## config.mk

```make
export PLATFORM = sky130hd
export DESIGN_NAME = rtc_ad_bus_ctrl
export DESIGN_NICKNAME = d
export VERILOG_FILES = /design/src/rtl/rtc_bus_pkg.sv /design/src/rtl/rtc_phase_timer.sv /design/src/rtl/rtc_ad_bus_ctrl.sv
export SDC_FILE = /design/constraint.sdc
export NUM_CORES = 1
export LEC_CHECK = 0
export BUFFER_PORTS_ARGS = -buffer_cell sky130_fd_sc_hd__buf_4
export CAP_MARGIN = 15
export CELL_PAD_IN_SITES_DETAIL_PLACEMENT = 0
export CELL_PAD_IN_SITES_GLOBAL_PLACEMENT = 1
export CORE_ASPECT_RATIO = 1.5
export CORE_UTILIZATION = 48
export CTS_BUF_LIST = sky130_fd_sc_hd__clkbuf_4 sky130_fd_sc_hd__clkbuf_8
export CTS_CLUSTER_DIAMETER = 200
export CTS_CLUSTER_SIZE = 25
export DETAILED_ROUTE_END_ITERATION = 10
export MAX_ROUTING_LAYER = met4
export PLACE_DENSITY_LB_ADDON = 0.3
export SKIP_CTS_REPAIR_TIMING = 1
export SYNTH_ARGS = -nofsm -noshare
export SYNTH_HDL_FRONTEND = slang
export SYNTH_HIERARCHICAL = 1
export SYNTH_SLANG_ARGS = --single-unit
```

## constraint.sdc

```tcl
create_clock -name clk -period 6 [get_ports clk]
set_input_delay 0.3 -clock clk [delete_from_list [all_inputs] [get_ports clk]]
set_output_delay 0.3 -clock clk [all_outputs]
set_load 0.005 [all_outputs]
```

## src/rtl/rtc_bus_pkg.sv

```systemverilog
// Shared definitions for the RTC multiplexed A/D bus controller: widths,
// default strobe timing, FSM state encoding and the captured request payload.
package rtc_bus_pkg;

  localparam int unsigned ADDR_W = 7;
  localparam int unsigned BUS_W  = 8;

  localparam int unsigned T_SU_DEF  = 2;
  localparam int unsigned T_PW_DEF  = 4;
  localparam int unsigned T_HD_DEF  = 2;
  localparam int unsigned T_GAP_DEF = 3;

  typedef enum logic [3:0] {
    S_IDLE = 4'd0,
    S_A_SU = 4'd1,
    S_A_PW = 4'd2,
    S_A_HD = 4'd3,
    S_D_SU = 4'd4,
    S_D_PW = 4'd5,
    S_D_HD = 4'd6,
    S_DONE = 4'd7,
    S_GAP  = 4'd8
  } state_t;

  // Transaction request latched when start is accepted
  typedef struct packed {
    logic              rw;
    logic [ADDR_W-1:0] addr;
    logic [BUS_W-1:0]  data;
  } req_t;

  // Largest of four timing constants, used to size the phase timer
  function automatic int unsigned max4(input int unsigned a, input int unsigned b,
                                       input int unsigned c, input int unsigned d);
    int unsigned m;
    m = a;
    if (b > m) m = b;
    if (c > m) m = c;
    if (d > m) m = d;
    return m;
  endfunction

endpackage

```

## src/rtl/rtc_phase_timer.sv

```systemverilog
// Loadable down-counter timing each bus phase; zero_c flags the last cycle
// of the phase currently being timed.
module rtc_phase_timer #(
  parameter int unsigned W = 3
) (
  input  logic         clk,
  input  logic         reset,
  input  logic         load,
  input  logic [W-1:0] load_val,
  output logic         zero_c
);

  logic [W-1:0] cnt;

  // Load on phase entry, otherwise count down and park at zero
  always_ff @(posedge clk or posedge reset) begin
    if (reset) begin
      cnt <= '0;
    end else if (load) begin
      cnt <= load_val;
    end else if (cnt != '0) begin
      cnt <= cnt - W'(1);
    end
  end

  assign zero_c = (cnt == '0);

endmodule

```

## src/rtl/rtc_ad_bus_ctrl.sv

```systemverilog
// Runs one read or write cycle on the RTC multiplexed A/D bus: an address
// phase (address latched by a WR strobe) followed by a data phase (RD or WR
// strobe). All bus outputs are registered and aligned with the FSM state.
// Optional feature: define RTC_BUS_GAP_EN to insert a T_GAP-cycle chip-select
// high gap after DONE before the controller returns to IDLE.
module rtc_ad_bus_ctrl
  import rtc_bus_pkg::*;
#(
  parameter int unsigned T_SU  = T_SU_DEF,
  parameter int unsigned T_PW  = T_PW_DEF,
  parameter int unsigned T_HD  = T_HD_DEF,
  parameter int unsigned T_GAP = T_GAP_DEF
) (
  input  logic              clk,
  input  logic              reset,
  input  logic              start,
  input  logic              rw,
  input  logic [ADDR_W-1:0] direc,
  input  logic [BUS_W-1:0]  wdata,
  output logic [BUS_W-1:0]  rdata,
  output logic              busy,
  output logic              done,
  output logic [BUS_W-1:0]  ad_out,
  input  logic [BUS_W-1:0]  ad_in,
  output logic              ad_oe,
  output logic              ad_sel,
  output logic              cs_n,
  output logic              rd_n,
  output logic              wr_n
);

  localparam int unsigned TW = $clog2(max4(T_SU, T_PW, T_HD, T_GAP) + 1);

  state_t         state;
  state_t         state_next;
  req_t           req_in;
  req_t           req_q;
  req_t           req_cur;
  logic           tmr_load;
  logic [TW-1:0]  tmr_val;
  logic           tmr_zero;

  logic [BUS_W-1:0] ad_out_d;
  logic             ad_oe_d;
  logic             ad_sel_d;
  logic             cs_n_d;
  logic             rd_n_d;
  logic             wr_n_d;
  logic             busy_d;
  logic             done_d;

  assign req_in = {rw, direc, wdata};

  // While idle the request being accepted this edge is still on the inputs
  assign req_cur = (state == S_IDLE) ? req_in : req_q;

  // State register
  always_ff @(posedge clk or posedge reset) begin
    if (reset) begin
      state <= S_IDLE;
    end else begin
      state <= state_next;
    end
  end

  // Next-state: each timed phase advances on the timer's last cycle
  always_comb begin
    state_next = state;
    case (state)
      S_IDLE: if (start)    state_next = S_A_SU;
      S_A_SU: if (tmr_zero) state_next = S_A_PW;
      S_A_PW: if (tmr_zero) state_next = S_A_HD;
      S_A_HD: if (tmr_zero) state_next = S_D_SU;
      S_D_SU: if (tmr_zero) state_next = S_D_PW;
      S_D_PW: if (tmr_zero) state_next = S_D_HD;
      S_D_HD: if (tmr_zero) state_next = S_DONE;
`ifdef RTC_BUS_GAP_EN
      S_DONE: state_next = S_GAP;
      S_GAP:  if (tmr_zero) state_next = S_IDLE;
`else
      S_DONE: state_next = S_IDLE;
`endif
      default: state_next = S_IDLE;
    endcase
  end

  // Phase timer reload with (length - 1) of the phase being entered
  always_comb begin
    tmr_load = (state_next != state);
    tmr_val  = '0;
    case (state_next)
      S_A_SU, S_D_SU: tmr_val = TW'(T_SU - 1);
      S_A_PW, S_D_PW: tmr_val = TW'(T_PW - 1);
      S_A_HD, S_D_HD: tmr_val = TW'(T_HD - 1);
      S_GAP:          tmr_val = TW'(T_GAP - 1);
      default:        tmr_val = '0;
    endcase
  end

  rtc_phase_timer #(
    .W (TW)
  ) u_timer (
    .clk      (clk),
    .reset    (reset),
    .load     (tmr_load),
    .load_val (tmr_val),
    .zero_c   (tmr_zero)
  );

  // Capture the request when start is accepted; later input changes ignored
  always_ff @(posedge clk or posedge reset) begin
    if (reset) begin
      req_q <= '0;
    end else if ((state == S_IDLE) && start) begin
      req_q <= req_in;
    end
  end

  // Output decode from the state being entered, so registers track the state
  always_comb begin
    cs_n_d   = 1'b1;
    rd_n_d   = 1'b1;
    wr_n_d   = 1'b1;
    ad_oe_d  = 1'b0;
    ad_sel_d = 1'b0;
    ad_out_d = '0;
    busy_d   = (state_next != S_IDLE);
    done_d   = 1'b0;
    case (state_next)
      S_A_SU, S_A_PW, S_A_HD: begin
        cs_n_d   = 1'b0;
        ad_oe_d  = 1'b1;
        ad_out_d = BUS_W'(req_cur.addr);
        if (state_next == S_A_PW) wr_n_d = 1'b0;
      end
      S_D_SU, S_D_PW, S_D_HD: begin
        cs_n_d   = 1'b0;
        ad_sel_d = 1'b1;
        if (req_cur.rw) begin
          ad_oe_d  = 1'b1;
          ad_out_d = req_cur.data;
        end
        if (state_next == S_D_PW) begin
          if (req_cur.rw) wr_n_d = 1'b0;
          else            rd_n_d = 1'b0;
        end
      end
      S_DONE: done_d = 1'b1;
      default: ;
    endcase
  end

  // Output registers; reset releases the bus immediately
  always_ff @(posedge clk or posedge reset) begin
    if (reset) begin
      ad_out <= '0;
      ad_oe  <= 1'b0;
      ad_sel <= 1'b0;
      cs_n   <= 1'b1;
      rd_n   <= 1'b1;
      wr_n   <= 1'b1;
      busy   <= 1'b0;
      done   <= 1'b0;
    end else begin
      ad_out <= ad_out_d;
      ad_oe  <= ad_oe_d;
      ad_sel <= ad_sel_d;
      cs_n   <= cs_n_d;
      rd_n   <= rd_n_d;
      wr_n   <= wr_n_d;
      busy   <= busy_d;
      done   <= done_d;
    end
  end

  // Read data sampled on the final RD-strobe cycle while rd_n is still low
  always_ff @(posedge clk or posedge reset) begin
    if (reset) begin
      rdata <= '0;
    end else if ((state == S_D_PW) && tmr_zero && !req_q.rw) begin
      rdata <= ad_in;
    end
  end

endmodule

```

Word-level counts from Yosys, hierarchy flattened
Index checks and enable logic that the tools add are counted.
{"block": "word_totals", "reg_bits": 46, "inputBits": 27, "output_inout_bits": 23, "wordCells": 69}
{"block": "classes", "addsub": 1, "eq_ne": 15, "muxes": 25, "reduce_logical": 14}
{"operator": "equality test 4 x 3 -> 1 bit, second input constant", "n": 7}
{"operator": "two-way mux 4 bit", "n": 7}
{"operator": "one-hot mux 4 bit (7 select lines)", "n": 1}
{"operator": "equality test 4 x 2 -> 1 bit, second input constant", "n": 4}
{"operator": "two-way mux 16 bit", "n": 1}
{"operator": "one-hot mux 8 bit (2 select lines)", "n": 1}
{"operator": "two-way mux 1 bit", "n": 9}
{"operator": "equality test 4 x 1 -> 1 bit, second input constant", "n": 2}
{"operator": "two-way mux 8 bit", "n": 1}
{"operator": "two-way mux 3 bit", "n": 2}
{"operator": "one-hot mux 2 bit (3 select lines)", "n": 1}
{"operator": "OR reduction 3 bit", "n": 2}
{"operator": "OR reduction 6 bit", "n": 1}
{"operator": "equality test 4 bit, second input constant", "n": 1}
{"operator": "zero test 4 bit", "n": 1}
{"operator": "inequality test 4 bit", "n": 1}
{"operator": "one-hot mux 1 bit (2 select lines)", "n": 2}
{"operator": "nonzero test 4 bit", "n": 1}
{"operator": "OR reduction 4 bit", "n": 1}
{"operator": "logical AND 1 bit", "n": 3}
{"operator": "zero test 3 bit", "n": 1}
{"operator": "nonzero test 3 bit", "n": 1}
{"operator": "subtractor 3 x 1 -> 3 bit, second input constant", "n": 1}
{"operator": "nonzero test 2 bit", "n": 1}
{"operator": "other kinds (2)", "n": 2}

Depth between registers and ports, before layout
Gate-level depths: netlist of the first run.
{"block": "logic_depth", "ltp_word": 7, "ltp_mapped": 10, "mapped_depth_nobuf": 9}

Modules after synthesis
The synthesis of the first run kept the hierarchy.
{"module": "rtc_ad_bus_ctrl", "instances": 1, "cells_per_inst": 159, "area_per_inst_um2": 2075.7, "seq_area_each_um2": 1079.8}
{"module": "rtc_phase_timer", "instances": 1, "cells_per_inst": 22, "area_per_inst_um2": 205.2, "seq_area_each_um2": 75.1}

Worst setup path before layout of the first run
Ideal clock, no wire load.
{"block": "synth_path", "path_kind": "reg2reg", "from": "register u_timer.cnt[0]", "to": "register u_timer.cnt[0]", "setup_time_ns": 0.104, "arrival_time_ns": 1.824, "required_ns": 5.896, "path_slack_ns": 4.072, "stages_incl_launch_ff": 10, "path_buffers": 1, "period_less_slack_ns": 1.928, "path_cell_list": "dfrtp_1 > inv_1 > ha_1 > nand2b_1 > inv_1 > clkbuf_1 > a21oi_1 > o2111ai_1 > nor2b_1 > a221oi_1"}
{"block": "synth_via", "elab_cells_between_ends": 24, "cone_classes": "add/sub (1); eq/ne (8); mux (10); reduce/logical (5)"}
{"item": "start, declared", "line": "rtc_phase_timer.sv:13", "source": "logic [W-1:0] cnt;"}
{"item": "start signal, assigned", "line": "rtc_phase_timer.sv:20", "source": "cnt <= load_val;"}
{"item": "start signal, assigned", "line": "rtc_phase_timer.sv:22", "source": "cnt <= cnt - W'(1);"}
{"item": "zero test 3 bit *", "line": "rtc_phase_timer.sv:26", "source": "assign zero_c = (cnt == '0);"}
{"item": "via tmr_zero", "line": "rtc_ad_bus_ctrl.sv:41", "source": "logic tmr_zero;"}
{"item": "two-way mux 4 bit (tied with other cells)", "line": "rtc_ad_bus_ctrl.sv:76", "source": "S_D_HD: if (tmr_zero) state_next = S_DONE;"}
{"item": "one-hot mux 4 bit (7 select lines) *", "line": "rtc_ad_bus_ctrl.sv:69", "source": "case (state)"}
{"item": "inequality test 4 bit *", "line": "rtc_ad_bus_ctrl.sv:89", "source": "tmr_load = (state_next != state);"}
{"item": "via tmr_load", "line": "rtc_ad_bus_ctrl.sv:39", "source": "logic tmr_load;"}
{"item": "two-way mux 3 bit / nonzero test 2 bit (equally long branches)"}
Mark *: on every way through the listed nets, which the timed path passes. The rest lies on a longest branch. The select of a mux whose other input is x is not followed.
A chain may end at the register's enable or synchronous reset.

Final worst setup path of the first run
{"block": "layout_path", "from": "register u_timer.cnt[0]", "to": "register rdata[7]"}
{"block": "layout_via", "elab_chain_len": 3}
{"item": "zero test 3 bit", "line": "rtc_phase_timer.sv:26"}
{"item": "via tmr_zero", "line": "rtc_ad_bus_ctrl.sv:41"}
{"item": "logical AND 1 bit (2 in a row)", "line": "rtc_ad_bus_ctrl.sv:180", "source": "end else if ((state == S_D_PW) && tmr_zero && !req_q.rw) begin"}
{"item": "end signal, assigned", "line": "rtc_ad_bus_ctrl.sv:181", "source": "rdata <= ad_in;"}
{"item": "end, declared", "line": "rtc_ad_bus_ctrl.sv:20", "source": "output logic [BUS_W-1:0] rdata,"}
The timed path passes the listed nets, and every way through them passes these cells.

==> results of run 1 <==
area by class of cell:
cell class,instances,area share (%)
clock buffers,5,2.472
clock inverters,3,1.573
inverters,11,1.483
multi-input cells,112,35.82
flip-flops and latches,46,41.48
well taps,64,2.876
repair buffers,53,14.29
sequential cells by signal (all words and copies together), names as in the netlist:
name         count
ad_sel           1
rd_n             1
ad_oe            1
done             1
rdata            8
u_timer/cnt      3
wr_n             1
req_q           16
cs_n             1
state            4
busy             1
ad_out           8
worst max-delay path by stage:
stage,end,slack [ps],depth (start not counted),from
6_report,rdata[7]$_DFFE_PP0P_,3740,7,u_timer/cnt[0]$_DFFE_PP0P_
5_1_grt,u_timer/cnt[0]$_DFFE_PP0P_,3440,8,u_timer/cnt[0]$_DFFE_PP0P_
4_1_cts,rdata[7]$_DFFE_PP0P_,3760,7,u_timer/cnt[0]$_DFFE_PP0P_
3_5_place_dp,rdata[7]$_DFFE_PP0P_,3770,7,u_timer/cnt[0]$_DFFE_PP0P_
3_3_place_gp,ad_out[2]$_DFF_PP0_,3840,4,state[2]$_DFF_PP0_
2_1_floorplan,u_timer/cnt[0]$_DFFE_PP0P_,4070,9,u_timer/cnt[0]$_DFFE_PP0P_
worst reg2reg max path: cells and delay by family (launching register included):
kind,cells,cell delay (ps)
multiplexers,1,340
adder cells (fa/ha/maj),1,210
flip-flops,1,410
buffers and inverters,2,410
AND/OR/NAND/NOR,3,810
report_power, final:
group          internal [uW]  total (uW)  switching, uW
Sequential               370         418           48.2
Combinational            132         236            104
Clock                    125         231            107
kinds of logic after synthesis:
family	count (synthesis)	share of synthesized area [%]
fa+ha+maj	2	1.097
simple gates	36	10.86
buf+inv	24	5.814
mux	40	20.68
other cells	1	0.1644
flops	46	50.63
compound gates	31	10.37
xor+xnor	1	0.3841
routing by layer:
| metal | vias to the layer above | track usage (%) |
|---|---|---|
| li1 | 748 | - |
| met1 | 797 | 23.54 |
| met2 | 36 | 34.69 |
| met3 | 6 | 5.522 |
| met4 | 0 | 6.710 |
| met5 | - | - |
per-stage QoR:
step	cells	instance area (um^2)	setup WS, ps	power (uW)	hold slack, ps
after CTS	292	2769	3759	893.9	-130.5
after global routing	294	2784	3439	937.8	213.1
final	294	2784	3736	885.1	226.9
after floorplan	182	2285	4072	586.5	53.64
after global placement	284	2656	3837	642.5	186.3
after detailed placement	284	2656	3768	658.1	198.5
placed cells by master, fill, tap and decap left out, types with 2 or more instances in the layout:
| master | Yosys | layout |
|---|---|---|
| buf_4 | 2 | 51 |
| dfrtp_1 | 43 | 43 |
| mux2i_1 | 15 | 15 |
| mux2_2 | 14 | 14 |
| mux2_4 | 10 | 10 |
| inv_1 | 11 | 10 |
| nor2b_1 | 8 | 8 |
| o32ai_1 | 7 | 7 |
| nand2b_1 | 5 | 5 |
| a21oi_1 | 5 | 5 |
| clkbuf_8 | 0 | 5 |
| o21ai_0 | 4 | 4 |
| nand2_1 | 3 | 3 |
| nor2_1 | 3 | 3 |
| dfstp_2 | 3 | 3 |
| nand3b_1 | 2 | 2 |
| a221oi_1 | 2 | 2 |
| a211o_1 | 2 | 2 |
| nand3_1 | 2 | 2 |
| a311oi_1 | 2 | 2 |
| o2111ai_1 | 2 | 2 |
| conb_1 | 1 | 2 |
| nor4b_1 | 2 | 2 |
| ha_1 | 2 | 2 |
==> flow_metrics.py, run 1 <==
metrics = {
    "route": {
        "met2_length_um": 2481,
        "wl_per_cell_um": 15.25,
        "topRoutingLayerUsed": "met4",
        "met3_length_um": 140,
        "wl_met1_um": 1810,
        "drc": 0,
        "vias": 1587,
        "first_pass_iters": 4,
        "drt-total-wl_um": 4484,
        "viasPerCell": 5.398,
        "first_iter_violations": 43,
        "drtAntennaViolNets": 0,
    },
    "synth": {
        "netlist_instances": 181,
        "ys.flop_type": "dfrtp_1",
        "ys_seq_area_share_pct": 50.63,
        "yosys.area.top_type_share_pct": 47.17,
        "synth_seq_cells": 46,
        "postSynthAreaPerCell_um2": 12.60,
        "synth_common_cells": "dfrtp_1 (43), mux2i_1 (15), mux2_2 (14)",
        "yosysMostFrequentCell": "dfrtp_1",
        "syn-cell-area_um2": 2281,
        "synth_area_leaders": "dfrtp_1 (47%), mux2_2 (6.9%), mux2_4 (6.6%)",
        "yosysTopAreaCell": "dfrtp_1",
        "synth_cell_types": 46,
        "async_reset_ff_share_pct": 100.0,
        "synth_warnings": 6,
        "synth-edff-count": 0,
    },
    "setup_path": {
        "critPathTopFamily": "simple AND/OR/NAND/NOR gates",
        "critPathKind": "reg2reg",
        "crit_path_max_incr_delay_ps": 550,
        "reg2reg_slack_ps": 3740,
        "cp_max_fo": 14,
        "timing.rr.start": "u_timer/cnt[0]$_DFFE_PP0P_",
        "crit_path_top_delay_cell": "or3_1",
        "crit_path_start_kind": "flip-flop",
        "required_ps": 6190,
        "path_cells": "inv_1 > ha_1 > nand2b_1 > inv_1 > nand3b_1 > or3_1 > mux2_2",
        "cp.arrival_ps": 2460,
        "worst_setup_path_end_kind": "flip-flop",
        "rr_endpoint": "rdata[7]$_DFFE_PP0P_",
        "reg2reg_depth": 7,
        "critical-path-top-cell-by-count": "inv_1",
        "path_buf_inv": 2,
    },
    "placement": {
        "hpwl_um": 3134,
        "gp_congestion": 0.8793,
        "io_buffers": 49,
    },
    "power": {
        "vdd_ir_drop_max_mv": 0.2429,
        "leakage_uw": 0.001312,
        "power_density_nw_per_um2": 317.9,
    },
    "sta": {
        "min_period_ps": 2264,
        "hold_viol": 0,
        "totalNegativeSetupSlack_ps": 0,
        "grt_setup_unrepaired": "no",
        "finalSetupViolCount": 0,
        "finalCritPeriodShare_pct": 37.73,
        "fin_skew_ps": 6.152,
        "max_freq_ghz": 0.4418,
        "tightestPinTransition_ps": 641.7,
        "slew_headroom_pct": 57.22,
        "slew_violations": 0,
    },
    "cts": {
        "root_buffer": "clkbuf_8",
        "htreeDepth": 2,
        "insertion_delay_ps": 300,
        "cts_tree": "yes",
        "cts_buffers": 5,
        "cts_sinks": 46,
        "clk_path_buf_depth": 2,
        "clk_pin_slew_ps": 90,
    },
    "hold_path": {
        "min_to": "rdata[4]$_DFFE_PP0P_",
        "hold_path_depth": 2,
        "hold_class": "in2reg",
        "min_from": "ad_in[4]",
    },
    "global_routing": {
        "grt_first_pass_wirelength_um": 7617,
        "grt_usage_pct": 20.58,
        "grt_max_degree": 44,
        "grt_pass1_vias": 1659,
        "gr-total-overflow": 0,
        "antenna_found_initial": 0,
    },
    "floorplan": {
        "start_util_pct": 50.22,
        "core_region_area_um2": 4542,
        "ios": 50,
        "rows": 30,
        "die_h_um": 86.43,
        "dieArea_um2": 5037,
        "die_w_um": 58.29,
    },
    "finish": {
        "register_area_um2": 1155,
        "post-route-util_pct": 61.29,
        "multi_input_area_um2": 997.2,
        "antennaDiodeCount": 0,
        "drive_above_1_share_pct": 40.00,
        "fill_cells": 378,
        "layout.nets": 258,
        "area_growth_pct": 22.05,
    },
    "run": {
        "cap_violations": 0,
    },
    "run_status": {
        "outcome": "finished clean",
    },
}
(Power assumes the default switching activity.)
==> run 2: changes to the inputs <==
--- a/config.mk
+++ b/config.mk
@@ -5,12 +5,13 @@
 export SDC_FILE = /design/constraint.sdc
 export NUM_CORES = 1
 export LEC_CHECK = 0
+export ABC_AREA = 1
 export BUFFER_PORTS_ARGS = -buffer_cell sky130_fd_sc_hd__buf_4
 export CAP_MARGIN = 15
 export CELL_PAD_IN_SITES_DETAIL_PLACEMENT = 0
 export CELL_PAD_IN_SITES_GLOBAL_PLACEMENT = 1
 export CORE_ASPECT_RATIO = 1.5
-export CORE_UTILIZATION = 48
+export CORE_UTILIZATION = 37
 export CTS_BUF_LIST = sky130_fd_sc_hd__clkbuf_4 sky130_fd_sc_hd__clkbuf_8
 export CTS_CLUSTER_DIAMETER = 200
 export CTS_CLUSTER_SIZE = 25
==> constraint.sdc (replaced) <==
create_clock -name clk -period 2.05 [get_ports clk]
set_input_delay 0.1025 -clock clk [delete_from_list [all_inputs] [get_ports clk]]
set_output_delay 0.1025 -clock clk [all_outputs]
set_load 0.005 [all_outputs]
==> run 2 against run 1 <==
Effect of this change: the flow now finishes with violations (hold timing); first-iteration DRC count fell by 9.3%; clock power grew to 2.8 times the previous value; area after synthesis grew 4.8%; die area is 35% higher; cell area up 12%; hold slack got worse by 230 ps; critical endpoint is now u_timer/cnt[0]$_DFFE_PP0P_.
==> flow_metrics.py, run 2 <==
metrics = {
    "cts": {
        "cts_tree": "yes",
        "cts_sinks": 46,
        "root_buffer": "clkbuf_8",
        "clk_path_buf_depth": 2,
        "cts_buffers": 5,
        "clk_pin_slew_ps": 80,
        "htreeDepth": 2,
        "insertion_delay_ps": 300,
    },
    "setup_path": {
        "critPathKind": "reg2reg",
        "cp_max_fo": 8,
        "worst_setup_path_end_kind": "flip-flop",
        "cp.arrival_ps": 2130,
        "required_ps": 2240,
        "crit_path_start_kind": "flip-flop",
    },
    "synth": {
        "synth_seq_cells": 46,
        "ys_seq_area_share_pct": 48.32,
        "ys.flop_type": "dfrtp_1",
        "synth-edff-count": 0,
        "postSynthAreaPerCell_um2": 8.101,
        "yosys.area.top_type_share_pct": 45.03,
        "synth_cell_types": 28,
        "netlist_instances": 295,
        "yosysTopAreaCell": "dfrtp_1",
        "async_reset_ff_share_pct": 100.0,
        "synth_common_cells": "nand2_1 (113), dfrtp_1 (43), inv_1 (32)",
        "syn-cell-area_um2": 2390,
        "synth_area_leaders": "dfrtp_1 (45%), nand2_1 (18%), nand3_1 (5.0%)",
        "synth_warnings": 6,
        "yosysMostFrequentCell": "nand2_1",
    },
    "hold_path": {
        "hold_class": "in2reg",
    },
    "placement": {
        "gp_congestion": 0.8805,
        "dpl_cell_area_um2": 2875,
        "hpwl_um": 3796,
        "pre_cts_ws_ps": -26.26,
        "io_buffers": 49,
    },
    "power": {
        "p_comb_share_pct": 46.3,
        "power_density_nw_per_um2": 1228,
        "seqPwrFrac_pct": 37.0,
        "p_int_uw": 2346,
        "power_frac_clock_pct": 16.7,
        "vdd_ir_drop_max_mv": 0.6124,
        "leakage_uw": 0.001671,
        "p_sw_share_pct": 38.56,
        "p_switching_uw": 1472,
    },
    "global_routing": {
        "grt_usage_pct": 17.25,
        "grt_max_degree": 32,
        "gr-total-overflow": 0,
        "grt_first_pass_wirelength_um": 8549,
        "antenna_found_initial": 0,
        "grt_pass1_vias": 1931,
    },
    "sta": {
        "fin_skew_ps": 8.573,
        "hold_ws_ps": -1.259,
        "setup_ws_ps": 113.6,
        "tightestPinTransition_ps": 675.4,
        "max_freq_ghz": 0.5164,
        "finalCritPeriodShare_pct": 94.46,
        "finalSetupViolCount": 0,
        "grt_setup_unrepaired": "yes",
        "slew_violations": 0,
        "hold_viol": 2,
        "min_period_ps": 1936,
        "slew_headroom_pct": 54.97,
    },
    "route": {
        "drtAntennaViolNets": 0,
        "drt-total-wl_um": 5257,
        "first_iter_violations": 39,
        "viasPerCell": 4.619,
        "vias": 2023,
        "wl_per_cell_um": 12.00,
        "drc": 0,
        "first_pass_iters": 4,
    },
    "floorplan": {
        "core_region_area_um2": 6175,
        "die_w_um": 67.62,
        "rows": 35,
        "start_util_pct": 38.70,
        "ios": 50,
        "die_h_um": 100.4,
        "dieArea_um2": 6791,
    },
    "run_status": {
        "violations": "hold timing",
        "outcome": "finished with violations",
    },
    "finish": {
        "stdcell_area_um2": 3109,
        "area_growth_pct": 30.10,
        "top_register": "req_q",
        "drive_above_1_share_pct": 35.16,
        "layout.nets": 392,
        "antennaDiodeCount": 0,
        "final_cell_mix": "nand2_1 (107), buf_4 (66), dfrtp_1 (43)",
        "largest_reg_flops": 16,
        "reg_top3": "req_q: 16 flops, ad_out: 8 flops, rdata: 8 flops",
        "fill_cells": 618,
        "final_common_cell": "nand2_1",
        "post-route-util_pct": 50.35,
    },
    "run": {
        "cap_violations": 0,
    },
}
## run 2: cell types whose count changed after synthesis, moves of 8 or more
cell / before / now
nand2_1: 3 / 113
mux2_4: 10 / 0
inv_1: 11 / 32
mux2_2: 14 / 1
o21ai_2: 0 / 9
nand3_1: 2 / 24
mux2i_1: 15 / 0
nor2b_1: 8 / 0
o21ai_0: 4 / 15
## run 2: layout make-up
cell class / count / area (um^2) / share of cell area (%)
clock buffer: 8 / 110.1 / 3.541
inverter: 36 / 135.1 / 4.346
multi-input combinational: 205 / 1089 / 35.01
sequential: 46 / 1155 / 37.14
tap: 74 / 92.59 / 2.978
timing repair buffer: 69 / 528.0 / 16.98
## run 2: worst max-delay path: stages, from the launching register on
cell and delay [ps]:
dfrtp_1 400, inv_2 90, ha_4 140, inv_2 40, nor2_4 120, inv_2 70
nor2_2 90, nand2_1 70, nand2_2 90, nor2_4 50, nand2_4 100, inv_1 70
nand2_2 80, nand3_4 130, nand2_2 90, o21ai_0 70, nand2_1 70, nand2_1 40
## run 2: power groups by stage
stage | registers (uW) | clock network, uW | logic, uW
finish | 1410 | 638 | 1770
global route | 1450 | 681 | 2000
CTS | 1400 | 667 | 1560
detailed placement | 1420 | 0 | 1560
global placement | 1410 | 0 | 1550
floorplan | 1390 | 0 | 1010
## run 2: worst paths after layout
| path | slack, ps | to | startpoint | cells after the start |
|---|---|---|---|---|
| min | -1 | req_q[4]$_DFFE_PP0P_ | wdata[4] | 3 |
| min in group asynchronous | 250 | u_timer/cnt[2]$_DFFE_PP0P_ | reset | 3 |
| max in group asynchronous | 980 | cs_n$_DFF_PP1_ | reset | 4 |
| max | 110 | u_timer/cnt[0]$_DFFE_PP0P_ | u_timer/cnt[1]$_DFFE_PP0P_ | 17 |
| min reg2reg | 490 | rdata[7]$_DFFE_PP0P_ | rdata[7]$_DFFE_PP0P_ | 2 |
| max reg2reg | 110 | u_timer/cnt[0]$_DFFE_PP0P_ | u_timer/cnt[1]$_DFFE_PP0P_ | 17 |
## run 2: logic make-up (layout without fill, tap and decap cells)
group	after synthesis	after routing	synth area share, %
AO/OA/AOI/OAI	29	29	7.592
adder cells (fa/ha/maj)	2	2	1.047
buffers and inverters	45	113	8.534
flip-flops	46	46	48.32
multiplexers	1	1	0.4712
other	1	2	0.1569
AND/OR/NAND/NOR	171	171	33.87
## run 2: per-layer routing
layer | part of all wire, % | track usage [%] | up-vias
met5 | 0 | - | -
met4 | 3.6 | 8.183 | 0
met3 | 3.2 | 2.955 | 17
met2 | 54 | 28.94 | 42
met1 | 39 | 19.25 | 912
li1 | - | - | 1052
## run 2: through the flow
| stage | setup TNS (ps) | hold slack (ps) | total power, uW | std cells |
|---|---|---|---|---|
| CTS | -94.56 | -325.8 | 3635 | 430 |
| global route | -51.34 | 4.273 | 4131 | 438 |
| finish | 0 | -1.259 | 3818 | 438 |
| detailed placement | -48.12 | -0.7748 | 2972 | 422 |
| global placement | 0 | -2.241 | 2959 | 422 |
| floorplan | 0 | -143.9 | 2406 | 296 |
==> run 3: changes to the inputs <==
--- a/config.mk
+++ b/config.mk
@@ -5,13 +5,12 @@
 export SDC_FILE = /design/constraint.sdc
 export NUM_CORES = 1
 export LEC_CHECK = 0
-export ABC_AREA = 1
 export BUFFER_PORTS_ARGS = -buffer_cell sky130_fd_sc_hd__buf_4
 export CAP_MARGIN = 15
 export CELL_PAD_IN_SITES_DETAIL_PLACEMENT = 0
 export CELL_PAD_IN_SITES_GLOBAL_PLACEMENT = 1
 export CORE_ASPECT_RATIO = 1.5
-export CORE_UTILIZATION = 37
+export CORE_UTILIZATION = 40
 export CTS_BUF_LIST = sky130_fd_sc_hd__clkbuf_4 sky130_fd_sc_hd__clkbuf_8
 export CTS_CLUSTER_DIAMETER = 200
 export CTS_CLUSTER_SIZE = 25
==> constraint.sdc (replaced) <==
create_clock -name clk -period 2.05 [get_ports clk]
set_input_delay 0.3075 -clock clk [delete_from_list [all_inputs] [get_ports clk]]
set_output_delay 0.3075 -clock clk [all_outputs]
set_load 0.005 [all_outputs]
==> run 3 against run 2 <==
Effect of this change: the run now ends clean; sequential power shrank 15%; power down 33%; register-to-register slack worse by 30 ps; die area shrank 11%; core utilization is 2.2 points higher; global-route usage decreased by 1.6 points; clock skew shrank 4.1 ps; first-iteration DRC count is 33% higher; critical path depth decreased by 9; fmax down 1.5%; via count is 22% lower; final cell count fell by 30%; largest power group is now sequential cells; highest routed layer unchanged.
==> flow_metrics.py, run 3 (synthesis gave the netlist of run 1 again) <==
metrics = {
    "route": {
        "first_pass_iters": 4,
        "first_iter_violations": 52,
        "drtAntennaViolNets": 0,
        "drc": 0,
        "met2_length_um": 2304,
        "wl_per_cell_um": 14.26,
        "viasPerCell": 5.107,
        "vias": 1568,
        "drt-total-wl_um": 4378,
        "topRoutingLayerUsed": "met4",
        "met3_length_um": 155,
        "wl_met1_um": 1867,
    },
    "cts": {
        "insertion_delay_ps": 300,
        "clk_path_buf_depth": 2,
        "cts_sinks": 46,
        "cts_tree": "yes",
        "clk_pin_slew_ps": 90,
        "cts_buffers": 5,
        "htreeDepth": 2,
        "root_buffer": "clkbuf_8",
    },
    "setup_path": {
        "crit_path_start_kind": "flip-flop",
        "required_ps": 2250,
        "critPathTopFamily": "compound AO/OA/AOI/OAI gates",
        "reg2reg_slack_ps": 80,
        "crit_path_max_incr_delay_ps": 370,
        "path_cells": "inv_1 > ha_2 > nand2b_1 > inv_2 > buf_12 > o211a_1 > a211o_4 > o32ai_2",
        "cp.arrival_ps": 2170,
        "worst_setup_path_end_kind": "flip-flop",
        "timing.rr.start": "u_timer/cnt[0]$_DFFE_PP0P_",
        "path_buf_inv": 3,
        "cp-startpoint": "u_timer/cnt[0]$_DFFE_PP0P_",
        "cp_max_fo": 13,
        "critPathKind": "reg2reg",
        "crit_path_top_delay_cell": "a211o_4",
    },
    "sta": {
        "hold_viol": 0,
        "slew_violations": 0,
        "max_freq_ghz": 0.5086,
        "finalSetupViolCount": 0,
        "tightestPinTransition_ps": 701.3,
        "setup_ws_ps": 83.80,
        "finalCritPeriodShare_pct": 95.91,
        "slew_headroom_pct": 53.17,
        "min_period_ps": 1966,
        "fin_skew_ps": 4.452,
    },
    "power": {
        "p_comb_share_pct": 30.4,
        "p_int_uw": 1773,
        "leakage_uw": 0.001343,
        "vdd_ir_drop_max_mv": 0.3993,
        "power_uw": 2543,
        "power_frac_clock_pct": 22.3,
        "power_density_nw_per_um2": 881.5,
        "p_sw_share_pct": 30.30,
        "seqPwrFrac_pct": 47.3,
        "p_switching_uw": 770.5,
    },
    "finish": {
        "drive_above_1_share_pct": 45.57,
        "register_area_um2": 1156,
        "final_cell_mix": "buf_4 (58), dfrtp_1 (42), mux2i_1 (15)",
        "top_register": "req_q",
        "antennaDiodeCount": 0,
        "multi_input_area_um2": 1041,
        "stdcell_count": 307,
        "area_growth_pct": 26.49,
        "final_common_cell": "buf_4",
        "stdcell_area_um2": 2885,
        "layout.nets": 265,
        "reg_top3": "req_q: 16 flops, ad_out: 8 flops, rdata: 8 flops",
        "largest_reg_flops": 16,
        "fill_cells": 500,
    },
    "floorplan": {
        "core_region_area_um2": 5492,
        "ios": 50,
        "die_w_um": 63.66,
        "rows": 33,
        "die_h_um": 94.49,
        "start_util_pct": 41.54,
        "dieArea_um2": 6014,
    },
    "global_routing": {
        "grt_usage_pct": 15.65,
        "grt_first_pass_wirelength_um": 6996,
        "grt_max_degree": 44,
        "grt_pass1_vias": 1478,
        "antenna_found_initial": 0,
        "gr-total-overflow": 0,
    },
    "run": {
        "cap_violations": 0,
    },
    "run_status": {
        "outcome": "finished clean",
    },
    "placement": {
        "post-place-cells": 297,
        "io_buffers": 49,
        "hpwl_um": 3080,
        "gp_congestion": 0.7858,
        "pre_cts_ws_ps": -1.933,
        "dpl_cell_area_um2": 2729,
    },
    "hold_path": {
        "hold_class": "in2reg",
        "min_from": "ad_in[3]",
    },
}
==> run 3: layout make-up <==
class,instances,share of cell area [%]
clock buffer,5,2.385
clock inverter,3,0.8673
inverter,11,1.431
multi-input combinational,112,36.08
sequential,46,40.07
tap,70,3.036
timing repair buffer,60,16.13
==> run 3: worst paths after layout <==
path	to	cells past startpoint
min in group asynchronous	u_timer/cnt[0]$_DFFE_PP0P_	3
max in group asynchronous	state[0]$_DFF_PP0_	4
max reg2reg	ad_out[1]$_DFF_PP0_	8
max	ad_out[1]$_DFF_PP0_	8
min reg2reg	req_q[5]$_DFFE_PP0P_	1
min	rdata[3]$_DFFE_PP0P_	2
==> run 3: through the flow <==
step                hold slack (ps)  TNS (ps)  utilization, %
floorplan                     61.14         0               -
global placement              203.6         0           49.69
detailed placement            198.8    -1.933           49.69
CTS                          -134.4    -72.92           51.40
global route                  221.4    -19.43           52.54
finish                        237.0         0           52.54
==> run 3: metal layers <==
metal  vias to the layer above  global-route usage [%]
li1                        761                       -
met1                       767                   19.03
met2                        36                   25.98
met3                         4                   2.657
met4                         0                   5.682
met5                         -                       -
==> run 3: power by group through the flow <==
stage | clock [uW] | combinational [uW] | sequential, uW
4_1_cts | 595 | 748 | 1200
3_3_place_gp | 0 | 740 | 1220
6_report | 568 | 772 | 1200
3_5_place_dp | 0 | 746 | 1220
2_1_floorplan | 0 | 543 | 1170
5_1_grt | 633 | 849 | 1220
